File: src/rtl/octal_capture_sequencer_if.sv
// Serialized sample stream carrying one ADC channel word per beat.
// The master drives data, chan, last and valid; the slave drives ready.
interface octal_capture_sequencer_if #(
  parameter int unsigned DW  = 14,
  parameter int unsigned CHW = 3
) ();
  logic [DW-1:0]  data;
  logic [CHW-1:0] chan;
  logic           last;
  logic           valid;
  logic           ready;

  modport master (output data, chan, last, valid, input ready);
  modport slave  (input data, chan, last, valid, output ready);
endinterface

File: src/rtl/octal_capture_sequencer.sv
// Latches all ADC channels on a common strobe and serializes the enabled ones
// onto one valid/ready stream, counting frames and flagging dropped strobes.
module octal_capture_sequencer #(
  parameter int unsigned NCH = 8,
  parameter int unsigned DW  = 14,
  parameter int unsigned FCW = 16
) (
  input  logic                   clk,
  input  logic                   reset,
  input  logic                   arm_i,
  input  logic                   abort_i,
  input  logic [FCW-1:0]         frame_count_i,
  input  logic [NCH-1:0]         ch_enable_i,
  input  logic [NCH-1:0]         flip_mask_i,
  input  logic                   sample_strobe_i,
  input  logic [NCH*DW-1:0]      adc_data_i,
  octal_capture_sequencer_if.master out_if,
  output logic                   busy_o,
  output logic                   done_o,
  output logic                   overrun_o,
  output logic [FCW-1:0]         frames_done_o
);

  localparam int unsigned CHW = (NCH > 1) ? $clog2(NCH) : 1;

  typedef enum logic [1:0] {ST_IDLE, ST_WAIT, ST_SHIFT, ST_DONE} state_e;

  state_e              state_q, state_d;
  logic [FCW-1:0]      fc_q, fc_d;
  logic [NCH-1:0]      en_q, en_d;
  logic [NCH-1:0]      flip_q, flip_d;
  logic [NCH*DW-1:0]   bank_q, bank_d;
  logic [NCH-1:0]      pend_q, pend_d;
  logic [DW-1:0]       data_q, data_d;
  logic [CHW-1:0]      chan_q, chan_d;
  logic                last_q, last_d;
  logic                valid_q, valid_d;
  logic                done_q, done_d;
  logic                overrun_q, overrun_d;
  logic [FCW-1:0]      frames_q, frames_d;
  logic                busy_q, busy_d;

  logic                accept;
  logic                frame_end;
  logic                final_frame;
  logic                load_adc;
  logic                load_beat;

  logic [NCH*DW-1:0]   src_bank;
  logic [NCH-1:0]      src_mask;
  logic [NCH-1:0]      rest_mask;
  logic [DW-1:0]       words [NCH];
  logic [CHW-1:0]      sel_idx;
  logic [DW-1:0]       sel_word;
  logic [DW-1:0]       beat_data;

  assign accept      = valid_q & out_if.ready;
  assign frame_end   = (state_q == ST_SHIFT) & accept & last_q;
  assign final_frame = (fc_q != '0) && ((frames_q + FCW'(1)) == fc_q);
  // Next beat comes from the live ADC bus when a new frame starts this cycle
  assign load_adc    = !abort_i && sample_strobe_i &&
                       ((state_q == ST_WAIT) || (frame_end && !final_frame));

  // Pick the lowest pending channel and apply its optional bit reversal
  always_comb begin
    src_bank = load_adc ? adc_data_i : bank_q;
    src_mask = load_adc ? en_q : pend_q;
    sel_idx  = '0;
    for (int i = int'(NCH) - 1; i >= 0; i--) begin
      if (src_mask[i]) sel_idx = CHW'(i);
    end
    for (int i = 0; i < int'(NCH); i++) begin
      words[i] = src_bank[DW*i +: DW];
    end
    sel_word  = words[sel_idx];
    rest_mask = src_mask & ~(NCH'(1) << sel_idx);
    beat_data = sel_word;
    if (flip_q[sel_idx]) begin
      for (int j = 0; j < int'(DW); j++) beat_data[j] = sel_word[int'(DW) - 1 - j];
    end
  end

  // Next-state and output decode
  always_comb begin
    state_d   = state_q;
    fc_d      = fc_q;
    en_d      = en_q;
    flip_d    = flip_q;
    bank_d    = bank_q;
    pend_d    = pend_q;
    data_d    = data_q;
    chan_d    = chan_q;
    last_d    = last_q;
    valid_d   = valid_q;
    done_d    = 1'b0;
    overrun_d = overrun_q;
    frames_d  = frames_q;
    load_beat = 1'b0;

    if (abort_i) begin
      state_d = ST_IDLE;
      valid_d = 1'b0;
    end else begin
      case (state_q)
        ST_IDLE: begin
          if (arm_i && (ch_enable_i != '0)) begin
            state_d   = ST_WAIT;
            fc_d      = frame_count_i;
            en_d      = ch_enable_i;
            flip_d    = flip_mask_i;
            overrun_d = 1'b0;
            frames_d  = '0;
          end
        end
        ST_WAIT: begin
          if (sample_strobe_i) begin
            state_d   = ST_SHIFT;
            load_beat = 1'b1;
          end
        end
        ST_SHIFT: begin
          if (frame_end) begin
            frames_d = frames_q + FCW'(1);
            if (final_frame) begin
              state_d = ST_DONE;
              valid_d = 1'b0;
              done_d  = 1'b1;
            end else if (sample_strobe_i) begin
              load_beat = 1'b1;
            end else begin
              state_d = ST_WAIT;
              valid_d = 1'b0;
            end
          end else begin
            if (sample_strobe_i) overrun_d = 1'b1;
            if (accept) load_beat = 1'b1;
          end
        end
        ST_DONE: state_d = ST_IDLE;
        default: state_d = ST_IDLE;
      endcase
    end

    if (load_beat) begin
      if (load_adc) bank_d = adc_data_i;
      pend_d  = rest_mask;
      data_d  = beat_data;
      chan_d  = sel_idx;
      last_d  = (rest_mask == '0);
      valid_d = 1'b1;
    end

    busy_d = (state_d != ST_IDLE);
  end

  always_ff @(posedge clk) begin
    if (reset) begin
      state_q   <= ST_IDLE;
      fc_q      <= '0;
      en_q      <= '0;
      flip_q    <= '0;
      bank_q    <= '0;
      pend_q    <= '0;
      data_q    <= '0;
      chan_q    <= '0;
      last_q    <= 1'b0;
      valid_q   <= 1'b0;
      done_q    <= 1'b0;
      overrun_q <= 1'b0;
      frames_q  <= '0;
      busy_q    <= 1'b0;
    end else begin
      state_q   <= state_d;
      fc_q      <= fc_d;
      en_q      <= en_d;
      flip_q    <= flip_d;
      bank_q    <= bank_d;
      pend_q    <= pend_d;
      data_q    <= data_d;
      chan_q    <= chan_d;
      last_q    <= last_d;
      valid_q   <= valid_d;
      done_q    <= done_d;
      overrun_q <= overrun_d;
      frames_q  <= frames_d;
      busy_q    <= busy_d;
    end
  end

  assign out_if.data  = data_q;
  assign out_if.chan  = chan_q;
  assign out_if.last  = last_q;
  assign out_if.valid = valid_q;
  assign busy_o        = busy_q;
  assign done_o        = done_q;
  assign overrun_o     = overrun_q;
  assign frames_done_o = frames_q;

endmodule
File: src/flat_wrapper.sv
// flat-port wrapper written by rule: the top's interface ports become plain ports
module octal_capture_sequencer_flat 
#(
  parameter int unsigned NCH = 8,
  parameter int unsigned DW  = 14,
  parameter int unsigned FCW = 16
)
  (clk, reset, arm_i, abort_i, frame_count_i, ch_enable_i, flip_mask_i, sample_strobe_i, adc_data_i, busy_o, done_o, overrun_o, frames_done_o, out_if_data, out_if_chan, out_if_last, out_if_valid, out_if_ready);
  octal_capture_sequencer_if #(.DW(DW)) out_if_i ();
  input  logic clk;
  input  logic reset;
  input  logic arm_i;
  input  logic abort_i;
  input  logic [FCW-1:0] frame_count_i;
  input  logic [NCH-1:0] ch_enable_i;
  input  logic [NCH-1:0] flip_mask_i;
  input  logic sample_strobe_i;
  input  logic [NCH*DW-1:0] adc_data_i;
  output logic busy_o;
  output logic done_o;
  output logic overrun_o;
  output logic [FCW-1:0] frames_done_o;
  output wire logic [$bits(out_if_i.data)-1:0] out_if_data;
  output wire logic [$bits(out_if_i.chan)-1:0] out_if_chan;
  output wire logic [$bits(out_if_i.last)-1:0] out_if_last;
  output wire logic [$bits(out_if_i.valid)-1:0] out_if_valid;
  input wire logic [$bits(out_if_i.ready)-1:0] out_if_ready;
  assign out_if_data = out_if_i.data;
  assign out_if_chan = out_if_i.chan;
  assign out_if_last = out_if_i.last;
  assign out_if_valid = out_if_i.valid;
  assign out_if_i.ready = out_if_ready;
  octal_capture_sequencer #(.NCH(NCH), .DW(DW), .FCW(FCW)) u_core (.clk(clk), .reset(reset), .arm_i(arm_i), .abort_i(abort_i), .frame_count_i(frame_count_i), .ch_enable_i(ch_enable_i), .flip_mask_i(flip_mask_i), .sample_strobe_i(sample_strobe_i), .adc_data_i(adc_data_i), .out_if(out_if_i), .busy_o(busy_o), .done_o(done_o), .overrun_o(overrun_o), .frames_done_o(frames_done_o));
endmodule
File: config.mk
export PLATFORM = sky130hd
export DESIGN_NAME = octal_capture_sequencer_flat
export DESIGN_NICKNAME = d
export VERILOG_FILES = /design/src/rtl/octal_capture_sequencer_if.sv /design/src/rtl/octal_capture_sequencer.sv /design/src/flat_wrapper.sv
export SDC_FILE = /design/constraint.sdc
export NUM_CORES = 1
export LEC_CHECK = 0
export CAP_MARGIN = 30
export CORE_MARGIN = 5
export CORE_UTILIZATION = 57
export DETAILED_ROUTE_END_ITERATION = 10
export PLACE_DENSITY = 0.86
export SYNTH_ARGS = -nofsm -noshare
export SYNTH_HDL_FRONTEND = slang
export SYNTH_SLANG_ARGS = --single-unit
File: constraint.sdc
create_clock -name clk -period 8.8 [get_ports clk]
set_input_delay 0.88 -clock clk [delete_from_list [all_inputs] [get_ports clk]]
set_output_delay 0.88 -clock clk [all_outputs]
set_load 0.03 [all_outputs]
Word-level counts from Yosys, hierarchy flattened
Cells that the tools add are included.

Output and inout port bits: 38. Bits in registers: 192. Input bits: 150.

$add $sub $neg: 1. Muxes and demuxes: 43. Shift operators: 1. Eq/ne operators: 9. Bitwise operators: 9. $lt $le $gt $ge: 2. Reductions and logical operators: 21.

Operators by type and width (number): $mux 112 (1); $bmux 14 s3 (1); $mux 14 (3); $mux 16 (2); $pmux 16 s2 (1); $mux 3 (8); $add 16x1->16 const B (1); $eq 16x16->1 (1); $mux 1 (16); $reduce_bool 16->1 (1); $mux 2 (6); $and 8x8->8 (1); $logic_not 8->1 (1); $mux 8 (1); $not 8->8 (1); $pmux 2 s4 (1); $reduce_bool 8->1 (1); $shl 1x3->8 const A (1); $reduce_and 3->1 (2); $reduce_bool 3->1 (2); $logic_and 1x1->1 (5); $reduce_and 5->1 (1); $eq 2x2->1 const B (2); $ge 4x4->1 const B (1); other kinds (16) (25).

Logic depth before layout (Yosys ltp)
Word-level depth: 21. Depth in mapped cells: 17.

Worst setup path after synthesis
No wires, ideal clock.

Path kind: reg-to-reg. Start: reg u_core.frames_q[0], in the netlist u_core.frames_done_o[0]. End: reg u_core.data_q[10], in the netlist u_core.out_if.data[10]. Period minus slack after synthesis: 4187 ps. Arrival time: 4102 ps. Setup time: 86 ps. Data required time: 8714 ps. Cell stages (with the launch flop): 15. Buffers on the path: 1. Path slack: 4613 ps. Path through: dfxtp_1 ha_1 nand3_1 nor4_1 mux2i_1 o311ai_2 and4_1 buf_2 o21ai_4 mux2i_4 mux2i_1 mux2_4 o21ai_4 mux2_2 a211oi_1.

Word-level cells in the longest chain between the ends: 21. Elaborated cells on any way between the ends: 28.

RTL lines: start: declaration (line octal_capture_sequencer.sv:40) `logic [FCW-1:0] frames_q, frames_d;`; start signal: assignment (line octal_capture_sequencer.sv:185) `frames_q <= frames_d;`; $add 16x1->16 (*) (line octal_capture_sequencer.sv:59) `assign final_frame = (fc_q != '0) && ((frames_q + FCW'(1)) == fc_q);`; $eq 16x16->1 (*) (line octal_capture_sequencer.sv:59); $logic_and 1x1->1 (*) (line octal_capture_sequencer.sv:59); $logic_not 1->1 (line octal_capture_sequencer.sv:62) `((state_q == ST_WAIT) || (frame_end && !final_frame));`; $logic_and 1x1->1 (line octal_capture_sequencer.sv:62); $logic_or 1x1->1 (line octal_capture_sequencer.sv:62); $logic_and 1x1->1 (line octal_capture_sequencer.sv:61) `assign load_adc = !abort_i && sample_strobe_i &&`; $mux 8 (line octal_capture_sequencer.sv:67) `src_mask = load_adc ? en_q : pend_q;`; $mux 3 (8 in a row) (line octal_capture_sequencer.sv:70) `if (src_mask[i]) sel_idx = CHW'(i);`; $not 3->4 (implied by the code) (line octal_capture_sequencer.sv:75) `sel_word = words[sel_idx];`; $bmux 14 s3 (line octal_capture_sequencer.sv:75); $mux 14 (implied by the code) (2 in a row) (line octal_capture_sequencer.sv:75); $mux 14 (line octal_capture_sequencer.sv:78) `if (flip_q[sel_idx]) begin`; end signal: assignment (line octal_capture_sequencer.sv:179) `data_q <= data_d;`; end: declaration (line octal_capture_sequencer.sv:34) `logic [DW-1:0] data_q, data_d;`.

Mark *: on every way between the ends. The rest lies on a longest branch, timed or not. The select of a mux whose other input is x is not followed. A chain may end at the register's enable or synchronous reset.

Worst setup path after layout
Start: reg u_core.frames_q[0], in the netlist u_core.frames_done_o[0]. End: reg u_core.data_q[9], in the netlist u_core.out_if.data[9].

Same word-level chain as after synthesis.

==> impl_metrics.tcl <==
set metrics [dict create \
    synth_seq_area_share 0.371 \
    finalSetupViolCount 0 \
    dp_hpwl_microns 25600 \
    synth_most_common_cell "nand2_1" \
    cts_setup_buffers 0 \
    antenna_found_initial 0 \
    drt_wl_total_microns 35300 \
    yosysWarnings 0 \
    relSlewSlack 0.320 \
    holdBufCountCts 0 \
    endpoint "u_core.out_if.data[9]$_SDFFE_PP0P_" \
    crit_start "u_core.frames_done_o[0]$_SDFFE_PP0P_" \
    fmax_mhz 187 \
    vias_per_cell 6.28 \
    r2r-end "u_core.out_if.data[9]$_SDFFE_PP0P_" \
    synth_area_sq_mm 0.0104 \
    ys.flop_type "dfxtp_1" \
    hold_depth 2 \
    grt_pass1_vias 10000 \
    h-tree-depth 4 \
    ys_seq_elements 192 \
    crit_arrival_ps 5670 \
    clockRootBuffer "clkbuf_16" \
    cts.clk_slew.worst_paths_ps 80 \
    min_period_ps 5350 \
    port_buffers 187 \
    slew_violations 0 \
    min_path_type "reg -> reg" \
    path_depth 13 \
    synthTopCellsByCount "380 x nand2_1, 194 x a21oi_1, 192 x dfxtp_1, 76 x clkbuf_1, 74 x mux2i_1" \
    p_per_area_mw_per_mm2 146 \
    nNetsFinal 1644 \
    rows 49 \
    clk_latency_ps 450 \
    power_leakage_nw 4.16 \
    hold_viol_final 0 \
    syn_inst 1371 \
    path_buf_inv 0 \
    grt_pass1_wl_microns 54000 \
    tns_ps 0 \
    fp.dieW_microns 145 \
    grt.total_usage 0.329 \
    worst-path-max-fanout 27 \
    drt_iter0_drc 1524 \
    crit_path_frequent_cell "mux2i_1" \
    cts_max_path_buffers 2 \
    path_class "reg -> reg" \
    antennaDiodeCount 0 \
    io_pins 188 \
    holdWs_ps 455 \
    reg2reg_slack_ps 3450 \
    die_h_microns 145 \
    vdd_drop_max_mv 0.149 \
    initial_core_util 0.579 \
    cts_sinks 192 \
    timing.rr.start "u_core.frames_done_o[0]$_SDFFE_PP0P_" \
    path_cells "ha_1, nand3_1, nor4_1, mux2i_1, o311ai_2, and4_1, o21ai_4, mux2i_1, nand2b_1, o221ai_1, nor3_1, o2bb2ai_1, a221o_1" \
    syn-mean-instance-area_sq_um 7.56 \
    wl_per_cell_microns 20.4 \
    fin_crit_sh 0.608 \
    slowest_stage "o21ai_4" \
    ys_types 74 \
    slowest_delay_ps 710 \
    crit_required_ps 9120 \
    drive_gt1_frac 0.0679 \
    fin_worst_skew_ps 13.8 \
    total_power_w 0.00188 \
    first_pass_iters 6 \
    rsz0062_at_grt "false" \
    cts_made_buffers 17 \
    synth_edf_count 0 \
    asyncSetResetFlopFracSynth 0 \
    area_delta_synth_final_pct 24.5 \
    cp_top_family "simple AND/OR/NAND/NOR gates" \
    ant_nets 0 \
    cap_violations 0 \
    synth.area.top_cells "dfxtp_1 37%, nand2_1 14%, a21oi_1 9.4%" \
    critPathCaptureType "flip-flop" \
    vias 10900 \
    status "finished clean" \
    core_region_area_sq_mm 0.0179 \
    r2r_cells 13 \
    yosysTopAreaCell "dfxtp_1" \
    synth_top_area_share 0.371 \
    cts_tree "built" \
    worst_setup_path_start_kind "flip-flop" \
    worst_slew_pin_slew_ps 1020 \
    grt_max_degree 100 \
    die_area_sq_mm 0.0210 \
    ctsResizeCount 0 \
    drc 0 \
    grt-ovfl-total 0 \
    syn_nets 1525 \
    gp_congestion 0.935 \
]
## state kept, by name (all words and copies together) (netlist names), 2 cells and up
name and count:
u_core.bank_q 112, u_core.fc_q 16, u_core.frames_done_o 16, u_core.out_if.data 14, u_core.en_q 8, u_core.flip_q 8, u_core.pend_q 8, u_core.out_if.chan 3
u_core.state_q 2
## routing by layer
layer	global-route usage	routed length, microns	vias up
met5	0	0	-
met4	0.143	1570	0
met3	0.0822	4190	106
met2	0.524	16000	644
met1	0.425	13600	5050
li1	-	-	5078
## how the worst min path moves through the flow
stage                                        start                        endpoint  slack, ps
floorplan           u_core.bank_q[17]$_SDFFE_PP0P_  u_core.bank_q[17]$_SDFFE_PP0P_        430
global placement    u_core.bank_q[17]$_SDFFE_PP0P_  u_core.bank_q[17]$_SDFFE_PP0P_        440
detailed placement  u_core.bank_q[93]$_SDFFE_PP0P_  u_core.bank_q[93]$_SDFFE_PP0P_        440
CTS                 u_core.bank_q[93]$_SDFFE_PP0P_  u_core.bank_q[93]$_SDFFE_PP0P_        450
global route        u_core.bank_q[10]$_SDFFE_PP0P_  u_core.bank_q[10]$_SDFFE_PP0P_        470
finish              u_core.bank_q[91]$_SDFFE_PP0P_  u_core.bank_q[91]$_SDFFE_PP0P_        460
## metrics by stage
stage | area (sq um) | setup slack (ps) | utilization | std cells
CTS | 12900 | 3550 | 0.721 | 1732
global placement | 12300 | 3590 | 0.684 | 1698
global route | 12900 | 3160 | 0.721 | 1732
detailed placement | 12300 | 3550 | 0.688 | 1700
floorplan | 10400 | 4610 | - | 1371
finish | 12900 | 3450 | 0.721 | 1732
## layout make-up
| class | instances | area, sq um |
|---|---|---|
| fillers | 1445 | 5000 |
| inverters | 10 | 37.5 |
| repair buffers | 205 | 2050 |
| multi-input cells | 1064 | 6090 |
| flip-flops and latches | 192 | 3840 |
| clock buffers | 17 | 425 |
| well taps | 229 | 287 |
| clock inverters | 15 | 166 |
## power breakdown
group	total (W)	switching [W]	internal, W
Clock	0.000792	0.000386	0.000406
Sequential	0.000886	0.00000996	0.000876
Combinational	0.000200	0.000103	0.0000973
Total	0.00188	0.000499	0.00138
## worst register-to-register path, cell delays in order, from the launching register on
cell	delay [ps]
dfxtp_1	520
ha_1	310
nand3_1	220
nor4_1	510
mux2i_1	270
o311ai_2	150
and4_1	250
o21ai_4	710
mux2i_1	680
nand2b_1	590
o221ai_1	200
nor3_1	350
o2bb2ai_1	130
a221o_1	360
## cells in the final DEF, fill, tap and decap left out, types with 5 or more instances in the layout
cell / Yosys / routed
nor3b_1: 9 / 9
o221ai_1: 10 / 10
clkdlybuf4s50_1: 0 / 186
nor4_1: 14 / 14
mux2i_1: 74 / 73
nand4_1: 13 / 13
nand2_1: 380 / 379
a221oi_1: 8 / 8
inv_8: 0 / 5
o21ai_0: 56 / 55
and3_1: 7 / 7
o22ai_1: 9 / 9
nand3_1: 21 / 21
or3_1: 8 / 8
mux2_2: 17 / 17
a22oi_1: 13 / 13
a21oi_1: 194 / 193
o211ai_1: 14 / 14
xnor2_1: 12 / 12
nor2_1: 59 / 58
a221o_1: 7 / 7
buf_4: 4 / 16
a211oi_1: 10 / 10
clkbuf_16: 0 / 17
nor3_1: 25 / 23
dfxtp_1: 192 / 192
nor2b_1: 9 / 9
inv_1: 10 / 10
## cells by family (layout without fill, tap and decap cells)
logic type,count (synthesis),in the layout,share of synthesized area
adders and majority gates,4,4,0.00483
AOI/OAI and AO/OA,373,373,0.222
muxes,95,95,0.0972
and+or+nand+nor,575,575,0.245
buffers and inverters,115,247,0.0450
xor gates and xnor gates,17,17,0.0151
DFF,192,192,0.371
No activity file was read; power rests on OpenSTA's default activity.
